<file path="src/rtl/cipher_uart_tx.sv">
`default_nettype none
// ============================================================================
// Module     : cipher_uart_tx
// Description: Ciphertext byte FIFO draining into a UART 8N1 transmitter.
// Revision   : 1.0
// ============================================================================
module cipher_uart_tx #(
  parameter int CLKS_PER_BIT = 104,
  parameter int FIFO_DEPTH   = 4
) (
  input  logic                        clk,
  input  logic                        rst,
  input  logic [7:0]                  in_data,
  input  logic                        in_valid,
  output logic                        in_ready,
  output logic                        tx,
  output logic                        busy,
  output logic [$clog2(FIFO_DEPTH):0] fifo_count
);
  localparam int            AW         = $clog2(FIFO_DEPTH);
  localparam int            CW         = $clog2(CLKS_PER_BIT);
  localparam logic [CW-1:0] BAUD_MAX   = CW'(CLKS_PER_BIT - 1);
  localparam logic [AW:0]   COUNT_FULL = (AW+1)'(FIFO_DEPTH);

  typedef enum logic [1:0] {
    IDLE  = 2'd0,
    START = 2'd1,
    DATA  = 2'd2,
    STOP  = 2'd3
  } state_t;

  state_t        state_q, state_d;
  logic [CW-1:0] baud_q, baud_d;
  logic [2:0]    bit_q, bit_d;
  logic [7:0]    shift_q, shift_d;
  logic          tx_q, tx_d;
  logic [AW-1:0] wr_ptr_q, wr_ptr_d;
  logic [AW-1:0] rd_ptr_q, rd_ptr_d;
  logic [AW:0]   count_q, count_d;
  logic [7:0]    mem_q [FIFO_DEPTH];
  logic          push, pop, baud_wrap;

  always_comb begin
    push      = in_valid && in_ready;
    pop       = (state_q == IDLE) && (count_q != '0);
    baud_wrap = (baud_q == BAUD_MAX);

    wr_ptr_d = push ? wr_ptr_q + 1'b1 : wr_ptr_q;
    rd_ptr_d = pop  ? rd_ptr_q + 1'b1 : rd_ptr_q;
    case ({push, pop})
      2'b10:   count_d = count_q + 1'b1;
      2'b01:   count_d = count_q - 1'b1;
      default: count_d = count_q;
    endcase

    state_d = state_q;
    baud_d  = baud_q;
    bit_d   = bit_q;
    shift_d = shift_q;
    case (state_q)
      IDLE: begin
        if (pop) begin
          shift_d = mem_q[rd_ptr_q];
          baud_d  = '0;
          bit_d   = '0;
          state_d = START;
        end
      end
      START: begin
        if (baud_wrap) begin
          baud_d  = '0;
          bit_d   = '0;
          state_d = DATA;
        end else begin
          baud_d = baud_q + 1'b1;
        end
      end
      DATA: begin
        if (baud_wrap) begin
          baud_d = '0;
          if (bit_q == 3'd7) begin
            bit_d   = '0;
            state_d = STOP;
          end else begin
            bit_d = bit_q + 1'b1;
          end
        end else begin
          baud_d = baud_q + 1'b1;
        end
      end
      STOP: begin
        if (baud_wrap) begin
          baud_d  = '0;
          state_d = IDLE;
        end else begin
          baud_d = baud_q + 1'b1;
        end
      end
      default: state_d = IDLE;
    endcase

    // Line level follows the current state one clock later, so tx is a clean flop output.
    case (state_q)
      START:   tx_d = 1'b0;
      DATA:    tx_d = shift_q[bit_q];
      default: tx_d = 1'b1;
    endcase
  end

  always_ff @(posedge clk or posedge rst) begin
    if (rst) begin
      state_q  <= IDLE;
      baud_q   <= '0;
      bit_q    <= '0;
      shift_q  <= '0;
      tx_q     <= 1'b1;
      wr_ptr_q <= '0;
      rd_ptr_q <= '0;
      count_q  <= '0;
    end else begin
      state_q  <= state_d;
      baud_q   <= baud_d;
      bit_q    <= bit_d;
      shift_q  <= shift_d;
      tx_q     <= tx_d;
      wr_ptr_q <= wr_ptr_d;
      rd_ptr_q <= rd_ptr_d;
      count_q  <= count_d;
    end
  end

  // Storage is not reset; occupancy and pointers alone define which entries are live.
  always_ff @(posedge clk) begin
    if (push) begin
      mem_q[wr_ptr_q] <= in_data;
    end
  end

  assign in_ready   = (count_q != COUNT_FULL);
  assign tx         = tx_q;
  assign busy       = (state_q != IDLE) || (count_q != '0);
  assign fifo_count = count_q;

endmodule
`default_nettype wire

</file>
<file path="config.mk">
export PLATFORM = sky130hd
export DESIGN_NAME = cipher_uart_tx
export DESIGN_NICKNAME = d
export VERILOG_FILES = /design/src/rtl/cipher_uart_tx.sv
export SDC_FILE = /design/constraint.sdc
export NUM_CORES = 1
export LEC_CHECK = 0
export ABC_AREA = 1
export BUFFER_PORTS_ARGS = -buffer_cell sky130_fd_sc_hd__clkbuf_2
export CORE_UTILIZATION = 30
export DETAILED_ROUTE_END_ITERATION = 8
export HOLD_SLACK_MARGIN = 0.03
export SYNTH_ARGS = -nofsm -noshare
export SYNTH_HDL_FRONTEND = slang
export SYNTH_SLANG_ARGS = --single-unit
</file>
<file path="constraint.sdc">
create_clock -name clk -period 2.7 [get_ports clk]
set_input_delay 0.675 -clock clk [delete_from_list [all_inputs] [get_ports clk]]
set_output_delay 0.675 -clock clk [all_outputs]
set_load 0.01 [all_outputs]
</file>
# Word level (Yosys, flattened, before mapping)
# Memory sizes are Yosys's and may differ from the RTL's. A register that Yosys moved wholly into a read port is not among the register bits.
# Index checks and enable logic that the tools add are counted.
[classes]
add_sub_neg = 6
magnitude_cmp = 1
eq_ne = 13
n_mux = 20
reduce_logical = 12
[ops]
columns = ["operator", "n"]
rows = [
  ["7-bit 2-to-1 mux", 2],
  ["7-bit case mux with 2 select lines", 1],
  ["3-bit 2-to-1 mux", 4],
  ["2-bit 2-to-1 mux", 5],
  ["2-bit inequality test, second input constant", 5],
  ["3-bit case mux with 3 select lines", 1],
  ["2-bit case mux with 4 select lines", 1],
  ["7-bit by 1-bit adder with 7-bit output, second input constant", 1],
  ["7-bit equality test, second input constant", 1],
  ["3-bit by 1-bit adder with 3-bit output, second input constant", 2],
  ["2-bit equality test, second input constant", 3],
  ["3-bit case mux with 2 select lines", 1],
  ["3-bit nonzero test", 2],
  ["5-bit AND reduction", 1],
  ["2-bit by 1-bit adder with 2-bit output, second input constant", 2],
  ["2-bit by 1-bit equality test with 1-bit output, second input constant", 2],
  ["3-bit by 4-bit < comparator with 1-bit output, second input constant", 1],
  ["4-bit AND reduction", 1],
  ["2-bit nonzero test", 2],
  ["1-bit binary-select mux with 3-bit select", 1],
  ["3-bit equality test, second input constant", 1],
  ["1-bit 2-to-1 mux", 3],
  ["3-bit inequality test, second input constant", 1],
  ["3-bit OR reduction", 1],
  ["6 further kinds", 7],
]
[totals]
reg_bits = 20
ramBits = 32
input_bits = 11
elab_cells = 60
memories = 1
[memory_table]
columns = ["memory", "depth", "width", "rd", "rd_clocked_by_memory_dff", "wr", "line", "source"]
rows = [
  ["mem_q", 4, 8, 1, 1, 1, "40", "logic [7:0] mem_q [FIFO_DEPTH];"],
]

# Longest topological paths before layout
[logic_depth]
depth_word = 4
depth_mapped = 11
mapped_depth_nobuf = 10

# Worst setup path after synthesis
# OpenSTA, ideal clock, no wires.
[synth_path]
path_type = "register to register"
from = "register state_q[0]"
to = "register count_q[2] (netlist: fifo_count[2])"
arrival_ps = 1930
path_slack_ps = 639
path_stages_with_launch = 12
n_path_buf = 1
synth_period_minus_slack_ps = 2061
cell_sequence = "dfrtp_1 -> inv_1 -> ha_1 -> nand2_2 -> inv_2 -> buf_6 -> ha_1 -> inv_1 -> fa_1 -> a21oi_1 -> o21ai_0 -> xor2_1"
[synth_via]
elab_chain_len = 4
elab_cells_between_ends = 6
cone_classes = "eq/ne: 2; mux: 1; reduce/logical: 3"
[synth_lines]
columns = ["element", "line", "source"]
rows = [
  ["start: declaration", "32", "state_t state_q, state_d;"],
  ["start signal: assignment", "121", "state_q <= state_d;"],
  ["2-bit logical NOT (*)", "45", "pop = (state_q == IDLE) && (count_q != '0);"],
  ["1-bit logical AND (*)", "45", ""],
  ["net pop", "41", "logic push, pop, baud_wrap;"],
  ["2-bit by 1-bit equality test with 1-bit output or 2-bit equality test (tied branches)", "50", "case ({push, pop})"],
  ["3-bit case mux with 2 select lines or 2-bit nonzero test (tied branches)", "--", ""],
  ["end signal: assignment", "128", "count_q <= count_d;"],
  ["end: declaration", "39", "logic [AW:0] count_q, count_d;"],
]
# Mark *: on every way through the listed nets, which the timed path passes. The rest lies on a longest branch.
# A chain may end at the register's enable or synchronous reset.

# Worst setup path in the final report
[layout_path]
from = "register state_q[0]"
to = "register count_q[2] (netlist: fifo_count[2])"
[layout_via]
elab_chain_len = 4
elab_cells_between_ends = 6
cone_classes = "eq/ne: 2; mux: 1; reduce/logical: 3"
[layout_lines]
columns = ["element", "line"]
rows = [
  ["2-bit logical NOT (*)", "45"],
  ["1-bit logical AND (*)", "45"],
  ["2-bit by 1-bit equality test with 1-bit output or 2-bit equality test (tied branches)", "50"],
  ["3-bit case mux with 2 select lines or 2-bit nonzero test (tied branches)", "--"],
]
# Mark *: on every way between the ends. The rest lies on a longest branch, timed or not.

==> reports/results.tsv <==
stage	metric	value	unit
detailed_routing	drtIter0Drc	81	
placement	port_buffers	16	
logic_synthesis	synth.net_count	298	
floorplan	die_area	9680	sq um
floorplan	rows	34	
clock_network	cts_tree	yes	
worst_setup_path	critPathArrivalTime	2460	ps
grt	track_usage	0.111	
detailed_routing	routed_wl	4780	um
sta	finalCriticalPeriod	2240	ps
detailed_routing	vias_per_cell	4.36	
power	max-vdd-ir-drop	0.299	mV
sta	fin_ws	456	ps
clock_network	cts_sinks	60	
worst_setup_path	cp-startpoint	state_q[0]	
floorplan	initial_utilization	0.315	
worst_setup_path	worst_setup_path_end_kind	flop	
logic_synthesis	synth_top_area_frac	0.345	
detailed_routing	drt_first_pass_iters	4	
sta	drv_slew	0	
worst_setup_path	cp_slowest_cell	dfrtp_1	
detailed_routing	drc	0	
worst_setup_path	timing.rr.start	state_q[0]	
placement	place_area	2990	sq um
sta	grt_setup_unrepaired	false	
floorplan	fp.dieW	98.4	um
clock_network	clock-root-buffer	clkbuf_8	
logic_synthesis	synthesis.area	2790	sq um
sta	relSlewSlack	0.754	
cells_and_area	antenna_cells	0	
cells_and_area	fin_nets	324	
cells_and_area	design_area	3180	sq um
worst_setup_path	crit_family	adder cells	
clock_network	hold_buffers	0	
run_status	status	complete, no violations	
worst_setup_path	path_cells	inv_1 -> ha_1 -> nand2_2 -> inv_2 -> ha_1 -> inv_1 -> fa_1 -> a21oi_1 -> o21ai_0 -> xor2_1	
sta	setup_tns	0	ps
detailed_routing	wl_per_cell	11.6	um
sta	skew	10.1	ps
clock_network	cts.htree.levels	3	
worst_setup_path	worstPathRequired	2920	ps
sta	tightest_slew	369	ps
run	cap_violations	0	
power	leakage	1.38	nW
placement	dp_hpwl	3390	um
clock_network	cts_buffers	9	
sta	setup_viol	0	
grt	grt_pass1_wl	8070	um
cells_and_area	drive_gt1_frac	0.168	
sta	hold_ws	368	ps
detailed_routing	drtAntennaViolNets	0	
hold_path	hp-class	in2async	
cells_and_area	syn_to_final_growth	14.0	%
logic_synthesis	synthTopCellsByArea	edfxtp_1 34%, dfrtp_1 24%, nand2_1 5.9%	
worst_setup_path	critPathKind	reg2reg	
logic_synthesis	ys_warn_count	0	
clock_network	clk_latency	340	ps
sta	hold_viol_final	0	
logic_synthesis	syn_inst	273	
placement	place.gp.congestion	0.718	
clock_network	post-cts-setup-buffers	0	
logic_synthesis	ys_seq_area_frac	0.597	
logic_synthesis	synth.avg_cell_area	10.2	sq um
clock_network	cts_buffer_depth	2	
worst_setup_path	startpoint_type	flop	
power	p_per_area	703	nW/um^2
worst_setup_path	critPathMaxFanout	17	
logic_synthesis	synth_seq_cells	60	
grt	overflow	0	
clock_network	cts-resized-gates	0	
floorplan	io_pins	17	
clock_network	clk_pin_slew	80	ps
logic_synthesis	synth.largest_area_cell	edfxtp_1	
placement	post-place-ws	457	ps
floorplan	die_h	98.4	um
worst_setup_path	slowest_delay	410	ps
detailed_routing	num_vias	1798	
floorplan	coreArea	8850	sq um
worst_setup_path	worst-path-buf-inv	3	
cells_and_area	nFillCells	868	
sta	period_share	0.831	
grt	grt_pass1_vias	1745	
grt	antenna_found_initial	0	
grt	grt_max_degree	29	
sta	clock.fmax	0.446	GHz
logic_synthesis	ys_types	29	
[metal layers]
metal | part of all wire | GRT usage
met2 | 0.47 | 0.178
met5 | 0 | 0
met3 | 0.034 | 0.0451
met1 | 0.47 | 0.128
met4 | 0.018 | 0.0551
[logic make-up (layout without fill, tap and decap cells)]
| family | Yosys count | after routing | synth area share |
|---|---|---|---|
| AO/OA/AOI/OAI | 45 | 45 | 0.0920 |
| XOR/XNOR | 5 | 5 | 0.0157 |
| adder cells (fa/ha/maj) | 14 | 14 | 0.0656 |
| buffers and inverters | 42 | 73 | 0.0660 |
| flip-flops | 60 | 60 | 0.597 |
| AND/OR/NAND/NOR | 107 | 107 | 0.164 |
[placed cells by master, fill, tap and decap left out]
| master | n |
|---|---|
| a21oi_1 | 7 |
| a21oi_4 | 1 |
| a31oi_1 | 3 |
| buf_4 | 6 |
| clkbuf_2 | 16 |
| clkbuf_8 | 9 |
| clkinv_4 | 1 |
| clkinvlp_4 | 3 |
| dfrtp_1 | 27 |
| dfstp_2 | 1 |
| edfxtp_1 | 32 |
| fa_1 | 1 |
| ha_1 | 13 |
| inv_1 | 33 |
| inv_2 | 2 |
| inv_6 | 3 |
| nand2_1 | 44 |
| nand2_2 | 4 |
| nand3_1 | 8 |
| nand3_2 | 2 |
| nand3b_1 | 2 |
| nor2_1 | 43 |
| nor2_2 | 2 |
| nor3_1 | 1 |
| nor3b_2 | 1 |
| o211ai_1 | 2 |
| o21ai_0 | 21 |
| o21ai_1 | 4 |
| o21bai_1 | 2 |
| o22ai_1 | 5 |
| xnor2_1 | 1 |
| xor2_1 | 4 |
[worst reg2reg max path: stages (launching register included)]
cell and delay [ps]:
dfrtp_1 410, inv_1 110, ha_1 240, nand2_2 100, inv_2 220, ha_1 200
inv_1 60, fa_1 380, a21oi_1 140, o21ai_0 110, xor2_1 150
[worst paths after layout]
path / to / slack [ps] / depth (start not counted)
max: fifo_count[2] / 460 / 10
min: wr_ptr_q[1] / 370 / 3
max reg2reg: fifo_count[2] / 460 / 10
min reg2reg: shift_q[7] / 520 / 2
max in group asynchronous: tx / 2030 / 3
min in group clk: shift_q[7] / 520 / 2
[report_power, final]
group	total (mW)	internal [mW]	switching, mW
clock	0.727	0.343	0.384
sequential	1.16	1.11	0.0528
combinational	0.345	0.126	0.219
[area by class of cell]
| class | instances | area [sq um] | area share |
|---|---|---|---|
| clock inverter | 7 | 57.6 | 0.0181 |
| clock buffer | 9 | 124 | 0.0390 |
| inverter | 35 | 131 | 0.0414 |
| sequential | 60 | 1660 | 0.524 |
| timing repair buffer | 22 | 125 | 0.0394 |
| tap | 108 | 135 | 0.0426 |
| multi-input combinational | 171 | 940 | 0.296 |
[Yosys cell counts (all sizes together)]
master  instances
nand3b          2
nand2          48
a21oi           8
fa              1
buf             7
nor3            1
nor3b           1
nand3          10
o21bai          2
ha             13
xnor2           1
dfrtp          27
dfstp           1
edfxtp         32
inv            35
o22ai           5
xor2            4
o21ai          25
a31oi           3
o211ai          2
nor2           45
[sequential cells by signal (all words and copies together) (netlist names), 2 cells and up]
| signal | count |
|---|---|
| wr_ptr_q | 2 |
| mem_q | 32 |
| shift_q | 8 |
| state_q | 2 |
| rd_ptr_q | 2 |
| baud_q | 7 |
| bit_q | 3 |
| fifo_count | 3 |
[metrics by stage]
step                       util  instances  total power [mW]
after floorplan               -        273              1.39
final                     0.359        412              2.23
after CTS                 0.359        412              2.26
after detailed placement  0.338        396              1.53
after global routing      0.359        412              2.37
after global placement    0.338        396              1.52
(Power assumes the default switching activity.)
